### src/rtl/dmem_arbiter.sv
// Two-port data-memory arbiter (CPU on port 0, DMA on port 1) with misalignment flagging.
// Define DMEM_ARB_RR_EN for round-robin tie-breaking; the default build uses fixed priority to port 0.
module dmem_arbiter #(
  parameter int ADDR_W = 32,
  parameter int DATA_W = 32
) (
  input  logic              clk,
  input  logic              rst,
  input  logic              p0_req,
  input  logic              p0_rd,
  input  logic [3:0]        p0_we,
  input  logic [ADDR_W-1:0] p0_addr,
  input  logic [DATA_W-1:0] p0_wdata,
  output logic              p0_gnt,
  output logic              p0_rvalid,
  output logic [DATA_W-1:0] p0_rdata,
  output logic              p0_err,
  input  logic              p1_req,
  input  logic              p1_rd,
  input  logic [3:0]        p1_we,
  input  logic [ADDR_W-1:0] p1_addr,
  input  logic [DATA_W-1:0] p1_wdata,
  output logic              p1_gnt,
  output logic              p1_rvalid,
  output logic [DATA_W-1:0] p1_rdata,
  output logic              p1_err,
  output logic              mem_rd,
  output logic [3:0]        mem_we,
  output logic [ADDR_W-1:0] mem_addr,
  output logic [DATA_W-1:0] mem_wdata,
  input  logic [DATA_W-1:0] mem_rdata
);

  logic              act0, act1, win, sel1, w_rd, mis;
  logic [3:0]        w_we;
  logic              pend_valid, pend_port;
  logic [DATA_W-1:0] rdata0_q, rdata1_q;

  // Byte lanes below the start offset mean the access wraps past the word end.
  function automatic logic misaligned(input logic rd, input logic [3:0] we,
                                      input logic [1:0] off);
    logic m;
    case (off)
      2'd0:    m = 1'b0;
      2'd1:    m = rd | we[0];
      2'd2:    m = rd | (|we[1:0]);
      default: m = rd | (|we[2:0]);
    endcase
    return m;
  endfunction

`ifdef DMEM_ARB_RR_EN
  logic last_port;

  always_ff @(posedge clk) begin
    if (rst)      last_port <= 1'b1;
    else if (win) last_port <= sel1;
  end
`endif

  always_comb begin
    act0 = ~rst & p0_req & (p0_rd | (|p0_we));
    act1 = ~rst & p1_req & (p1_rd | (|p1_we));
    win  = act0 | act1;
`ifdef DMEM_ARB_RR_EN
    sel1 = act1 & (~act0 | ~last_port);
`else
    sel1 = act1 & ~act0;
`endif
    w_rd      = sel1 ? p1_rd    : p0_rd;
    w_we      = sel1 ? p1_we    : p0_we;
    mem_addr  = sel1 ? p1_addr  : p0_addr;
    mem_wdata = sel1 ? p1_wdata : p0_wdata;
    mis       = win & misaligned(w_rd, w_we, mem_addr[1:0]);
    p0_gnt    = act0 & ~sel1;
    p1_gnt    = sel1;
    mem_rd    = win & ~mis & w_rd;
    mem_we    = (win & ~mis) ? w_we : 4'b0000;
  end

  always_ff @(posedge clk) begin
    if (rst) begin
      pend_valid <= 1'b0;
      pend_port  <= 1'b0;
      p0_err     <= 1'b0;
      p1_err     <= 1'b0;
      rdata0_q   <= '0;
      rdata1_q   <= '0;
    end else begin
      pend_valid <= mem_rd;
      pend_port  <= sel1;
      p0_err     <= mis & ~sel1;
      p1_err     <= mis & sel1;
      if (pend_valid && !pend_port) rdata0_q <= mem_rdata;
      if (pend_valid &&  pend_port) rdata1_q <= mem_rdata;
    end
  end

  // Read data passes straight through in the return cycle and is held afterwards.
  assign p0_rvalid = pend_valid & ~pend_port;
  assign p1_rvalid = pend_valid &  pend_port;
  assign p0_rdata  = p0_rvalid ? mem_rdata : rdata0_q;
  assign p1_rdata  = p1_rvalid ? mem_rdata : rdata1_q;

endmodule

### config.mk
export PLATFORM = sky130hd
export DESIGN_NAME = dmem_arbiter
export DESIGN_NICKNAME = d
export VERILOG_FILES = /design/src/rtl/dmem_arbiter.sv
export SDC_FILE = /design/constraint.sdc
export NUM_CORES = 1
export LEC_CHECK = 0
export ABC_AREA = 1
export CAP_MARGIN = 20
export CORE_ASPECT_RATIO = 0.6
export CORE_MARGIN = 5
export CORE_UTILIZATION = 36
export DETAILED_ROUTE_END_ITERATION = 10
export MAX_ROUTING_LAYER = met4
export PLACE_DENSITY = 0.88
export SETUP_SLACK_MARGIN = 0.05
export SKIP_CTS_REPAIR_TIMING = 1
export SLEW_MARGIN = 20
export SYNTH_ARGS = -nofsm -noshare
export SYNTH_HDL_FRONTEND = slang
export SYNTH_SLANG_ARGS = --single-unit
### constraint.sdc
create_clock -name clk -period 4.7 [get_ports clk]
set_clock_uncertainty 0.2 [all_clocks]
set_input_delay 0.94 -clock clk [delete_from_list [all_inputs] [get_ports clk]]
set_output_delay 0.94 -clock clk [all_outputs]
set_load 0.05 [all_outputs]
==> impl_results.md, run 1 <==
* Post-Synth Simple-Gate Area at 41.5%
* Rel. slew slack at 36.2%
* Worst-case reg-to-reg path depth at 5
* Net count after synthesis at 797
* Post-Syn Area at about 0.0038 sq mm
* Critical Path Source Type: input pin
* Number of diodes at 0
* Max-cap violation count at 0
* Crit end category: output port
* Number of global-route vias before repair at roughly 5000
* Num Clock Sinks at 68
* Cells on Worst Hold Path at 3
* Switching share of total power at roughly 33%
* Power Total at 0.00223 W
* F_max at 217 MHz
* Worst-Skew Late Latency at ~320 ps
* DP HPWL at 14300 microns
* Slew of the pin with the lowest slew margin at around 960 ps
* Syn Area/Cell at just over 6 sq um
* GR Layer Usage met3 at roughly 7.9%
* Clock transition at path regs at 60 ps
* Core ar. at 0.0104 sq mm
* Largest net degree at the start of global routing at 65
* Total CTS buffers at 9
* Switching Power at 0.000735 W
* Critical-path maximum fanout at 4
* Critical path endpoint: mem_we[3]
* Reg2reg start: pend_port$_SDFF_PP0_
* Primary FF master, synth: dfxtp_1
* Final core utilization at approximately 78%
* R2R setup slack at 2850 ps
* Mapped Cells at 620
* Number of synthesized flops with an enable pin at 0
* Routed len/inst at 16.9 microns
* Fin crit period at 4600 ps
* Reg2reg end: rdata1_q[26]$_SDFFE_PP0P_
* Remaining antenna violation count at 0
* Share of layout cells above drive strength 1 at 20.9%
* #FFs+latches synth at 68
* Yosys warns at 0
* Met2 Usage GRT at 47.5%
* Tcrit/Tclk final at 97.9%
* Main combinational cell family by area after synthesis: simple AND/OR/NAND/NOR gates
* Vias per cell at 4.63
* Flop pwr share at 26.7%
* Comb pwr share at 40.7%
* First-pass GRT wire length at roughly 27000 microns
* DR iter-0 viols at 243
* Die area at 0.0127 sq mm
* Async set-reset flop share out of synthesis at 0%
* Sequential fraction of the synthesis area at 35.9%
* Met1 Use GR at a little under a third
* DR vias at ~5000
* DRT Pass-1 Iters at 7
* Fin. Hold Viols at 0
* Pwr dens at approximately 270 mW/mm^2
* CTS tree: done
* Final setup viols at 0
* Post-synthesis compound-gate area fraction at 9.18%
* Clk pwr share at 32.5%
* Starting Density at a little over a third
* Final Net Count at 1101
* Routability congestion estimate at ~0.91
* WP data arrival at 3460 ps
* VDD IR max at between 200 and 250 uV
* Chip height at 89.5 microns
* Internal Pwr Total at 0.00149 W
* Most crowded layer after global routing: met2
* Port Buffers at 312
* P_leak at 4.37 nW
* Post-Synth Adder-Cell Area at less than 1%
* # IOs at roughly 310
* Area growth syn-to-layout at 116%
* Total gr overflow at 0
* Initial antenna violation count at 0
* CP Launch Point: p1_we[3]
* Mux cell area share after synthesis at 0%
* Xor/xnor share of the synthesized area at 0%
* # rows at 29
* Clock tree buffer depth at 2
* Root Driver: clkbuf_16
* # H-tree levels at 3
* Unique masters post-synth at 21
* DRT Wirelength at 18100 microns
* Die span in x at 142 microns
* Outcome: finished clean
* Drt drc at 0
* HP Class: flip-flop to flip-flop
* CP Data Required Time at 3560 ps
* Total GRT Usage at 28.0%
* Setup CP Type: input pin to output port
* Fin. max-slew vios at 0
-- power by group through the flow --
stage               Combinational [W]  Clock (W)  Sequential (W)
detailed placement           0.000887          0        0.000607
global placement             0.000879          0        0.000607
floorplan                    0.000408          0        0.000611
CTS                          0.000891   0.000737        0.000595
global route                 0.000949   0.000765        0.000596
finish                       0.000908   0.000725        0.000595
-- final cells by class --
class                      instances  area [sq um]
sequential                        68          1360
clock inverter                     5          85.1
inverter                          87           332
timing repair buffer             326          3920
fill                             724          2250
tap                              139           174
multi-input combinational        432          2050
clock buffer                      11           243
-- flip-flops by register name, summed over array words and instances, names as in the netlist --
| register | cells |
|---|---|
| pend_valid | 1 |
| pend_port | 1 |
| rdata0_q | 32 |
| rdata1_q | 32 |
| p1_err | 1 |
| p0_err | 1 |
-- how the worst min path moves through the flow --
stage	startpoint	endpoint	slack (ps)
finish	rdata1_q[7]$_SDFFE_PP0P_	rdata1_q[7]$_SDFFE_PP0P_	370
global route	rdata1_q[7]$_SDFFE_PP0P_	rdata1_q[7]$_SDFFE_PP0P_	430
CTS	rdata1_q[7]$_SDFFE_PP0P_	rdata1_q[7]$_SDFFE_PP0P_	370
detailed placement	rdata1_q[7]$_SDFFE_PP0P_	rdata1_q[7]$_SDFFE_PP0P_	360
global placement	rdata1_q[2]$_SDFFE_PP0P_	rdata1_q[2]$_SDFFE_PP0P_	350
floorplan	rdata1_q[0]$_SDFFE_PP0P_	rdata1_q[0]$_SDFFE_PP0P_	330
-- metal layers --
layer	up-vias	part of all wire, %
met5	-	0
met4	0	4.9
met3	56	6.7
met2	201	50
met1	2242	39
li1	2444	-
-- placed cells by master, fill, tap and decap left out --
| cell | instances |
|---|---|
| bufinv_16 | 2 |
| o21ai_1 | 4 |
| dfxtp_1 | 68 |
| ha_1 | 2 |
| inv_2 | 1 |
| nand3b_1 | 1 |
| buf_2 | 1 |
| o21ai_4 | 1 |
| clkbuf_8 | 1 |
| buf_12 | 69 |
| nor2_4 | 6 |
| a211o_1 | 1 |
| clkinv_4 | 2 |
| or2_2 | 66 |
| nand2_1 | 201 |
| clkbuf_1 | 1 |
| inv_4 | 2 |
| clkinvlp_4 | 1 |
| o21ai_0 | 60 |
| dlymetal6s2s_1 | 3 |
| nor2_1 | 67 |
| nand3_2 | 2 |
| nand2_4 | 3 |
| o21ai_2 | 2 |
| inv_1 | 84 |
| nor2_2 | 7 |
| clkdlybuf4s50_1 | 238 |
| clkbuf_16 | 9 |
| buf_4 | 14 |
| ha_4 | 1 |
| nand2_2 | 3 |
| nand3_1 | 5 |
| buf_6 | 1 |
-- synth_stat cells (2+ instances only) --
master / n / area (sq um)
clkbuf_1: 20 / 75.1
or2_2: 66 / 413
nand3_1: 6 / 30.0
o21ai_0: 62 / 310
nand2_1: 201 / 754
nand2_4: 2 / 22.5
o21ai_1: 4 / 20.0
nand2_2: 4 / 25.0
buf_2: 13 / 65.1
inv_1: 85 / 319
dfxtp_1: 68 / 1360
nor2_1: 78 / 293
ha_1: 3 / 37.5
-- worst max-delay path: stages --
cell             delay, ps
clkdlybuf4s50_1        450
nor2_2                 140
nand3_2                 90
nand2_2                100
nor2_4                  50
or2_2                  290
o21ai_2                 90
inv_1                  100
ha_4                   230
nor2_2                 100
nand2_1                 70
nand3_1                 80
nand2_1                 70
o21ai_2                210
nand2_4                140
nor2_4                 150
buf_12                 140
-- per-stage QoR --
step | instance area [sq um] | worst slack [ps] | hold slack, ps | instances | setup TNS, ps
floorplan | 3790 | -53.9 | 330 | 620 | -216
global placement | 7720 | 81.1 | 347 | 1050 | 0
detailed placement | 7720 | -48.3 | 356 | 1050 | -173
CTS | 8050 | -50.7 | 371 | 1066 | -180
global route | 8170 | -53.9 | 427 | 1068 | -169
finish | 8170 | 100 | 367 | 1068 | 0
-- kinds of logic after synthesis --
| kind of cell | after synthesis |
|---|---|
| buffers and inverters | 120 |
| AND/OR/NAND/NOR | 361 |
| AO/OA/AOI/OAI | 68 |
| flip-flops | 68 |
| adder cells (fa/ha/maj) | 3 |
No activity file was read; power rests on OpenSTA's default activity.
==> run 2, diff against run 1 <==
--- a/config.mk
+++ b/config.mk
@@ -12,7 +12,7 @@
 export CORE_UTILIZATION = 36
 export DETAILED_ROUTE_END_ITERATION = 10
 export MAX_ROUTING_LAYER = met4
-export PLACE_DENSITY = 0.88
+export PLACE_DENSITY = 0.84
 export SETUP_SLACK_MARGIN = 0.05
 export SKIP_CTS_REPAIR_TIMING = 1
 export SLEW_MARGIN = 20
==> impl_results.md, run 2 (synthesized netlist as in run 1, its figures left out) <==
* Number of global-route vias before repair at 4682
* Drt drc at 0
* Outcome: finished clean
* Rel. slew slack at about two fifths
* Total gr overflow at 0
* Largest net degree at the start of global routing at 66
* Core ar. at roughly 0.010 sq mm
* Vias per cell at between 4 and 5
* Crit end category: output port
* Clock tree buffer depth at 2
* Final Net Count at 1107
* Root Driver: clkbuf_16
* CTS tree: done
* Initial antenna violation count at 0
* DRT Wirelength at ~18000 microns
* Pwr dens at 277 mW/mm^2
* Area growth syn-to-layout at 117%
* Comb pwr share at 40.0%
* Register area at between 0.001 and 0.0015 sq mm
* Number of diodes at 0
* VDD IR max at 225 uV
* Clk pwr share at around 34%
* F_max at 218 MHz
* Final core utilization at 79.0%
* Clock transition at path regs at 60 ps
* Routed len/inst at 16.8 microns
* Total CTS buffers at 9
* Tcrit/Tclk final at 97.7%
* Flop pwr share at 26.1%
* DR vias at 4933
* Hold_ws at roughly 370 ps
* Internal Pwr Total at 0.00155 W
* Max-cap violation count at 0
* RSZ-0062 raised after global routing: false
* Worst-Skew Late Latency at 320 ps
* Power Total at 0.00228 W
* Die span in x at 142 microns
* DR iter-0 viols at between 300 and 400
* Switching share of total power at 32.0%
* Commonest non-fill, non-tap cells in the layout: clkdlybuf4s50_1, nand2_1, inv_1
* Final setup viols at 0
* Area after DPL at 0.00777 sq mm
* # H-tree levels at 3
* CP Data Required Time at 3560 ps
* Fin. max-slew vios at 0
* Fin. Hold Viols at 0
* Switching Power at ~0.00073 W
* Final non-filler cell area at 0.00822 sq mm
* Top flop regs: rdata0_q (32), rdata1_q (32)
* DP HPWL at roughly 14000 microns
* # rows at 29
* Starting Density at 36.4%
* Fill cells at 748
* Most common cell after layout, fill and taps aside: clkdlybuf4s50_1
* DRT Pass-1 Iters at 4
* Setup TNS at 0 ps
* Die area at 0.0127 sq mm
* Total GRT Usage at 27.6%
* Share of layout cells above drive strength 1 at a little over a fifth
* P_leak at approximately 4.4 nW
* Slew of the pin with the lowest slew margin at 899 ps
* Num Clock Sinks at between 60 and 70
* WP data arrival at 3450 ps
* Port Buffers at ~310
* Routability congestion estimate at just over 0.9
* Setup CP Type: input pin to output port
* Fin crit period at around 4600 ps
* Remaining antenna violation count at 0
* HP Class: flip-flop to flip-flop
* Critical Path Source Type: input pin
* # IOs at ~310
* First-pass GRT wire length at approximately 26000 microns
* Critical-path maximum fanout at 7
* Chip height at 89.5 microns
* Multi-input gate area at between 0.002 and 0.0025 sq mm
==> run 2: cell count changes in the layout (fill, tap and decap cells not counted), moves of 2 or more <==
cell    before  now
nor2_2       7    2
buf_4       14   20
nor2_1      67   72
inv_2        1    3
==> run 2: layout make-up <==
cell class / instances / share of cell area (%)
clock buffer: 10 / 2.91
multi-input combinational: 432 / 24.8
tap: 139 / 2.12
sequential: 68 / 16.6
clock inverter: 6 / 1.35
inverter: 87 / 4.00
timing repair buffer: 332 / 48.2
==> run 2: power by group through the flow <==
stage / clock (W) / combinational (W) / sequential, W
finish: 0.000772 / 0.000911 / 0.000596
global route: 0.000814 / 0.000951 / 0.000597
CTS: 0.000784 / 0.000896 / 0.000596
detailed placement: 0 / 0.000892 / 0.000608
global placement: 0 / 0.000887 / 0.000607
floorplan: 0 / 0.000408 / 0.000611
==> run 2: critical path: stages <==
cell and delay [ps]:
clkdlybuf4s50_1 450, nor2_1 170, nand3_2 120, nand2_4 100
buf_4 160, nand2_4 80, o21ai_4 210, ha_4 250
nor2_4 110, nand2_1 60, nand3_1 80, nand2_1 70
o21ai_2 210, nand2_4 140, nor2_4 150, buf_12 140
==> run 2: final timing paths <==
kind | from | to | slack, ps | cells after the start
max | p0_we[1] | mem_we[0] | 110 | 16
min | rdata1_q[2]$_SDFFE_PP0P_ | rdata1_q[2]$_SDFFE_PP0P_ | 370 | 3
max reg2reg | pend_valid$_SDFF_PP0_ | rdata0_q[5]$_SDFFE_PP0P_ | 2580 | 6
min reg2reg | rdata1_q[2]$_SDFFE_PP0P_ | rdata1_q[2]$_SDFFE_PP0P_ | 370 | 3
==> run 2: layer usage <==
metal  track usage (%)  vias up  routed length, microns
met3              6.04       33                    1020
li1                  -     2457                       -
met5                 -        -                       0
met4              8.46        0                     504
met2              49.1      177                    9470
met1              31.4     2266                    7090
==> run 2: per-stage QoR <==
stage | instances | worst slack, ps
global route | 1074 | 31.4
finish | 1074 | 107
detailed placement | 1056 | -133
floorplan | 620 | -53.9
CTS | 1072 | -138
global placement | 1056 | 14.6
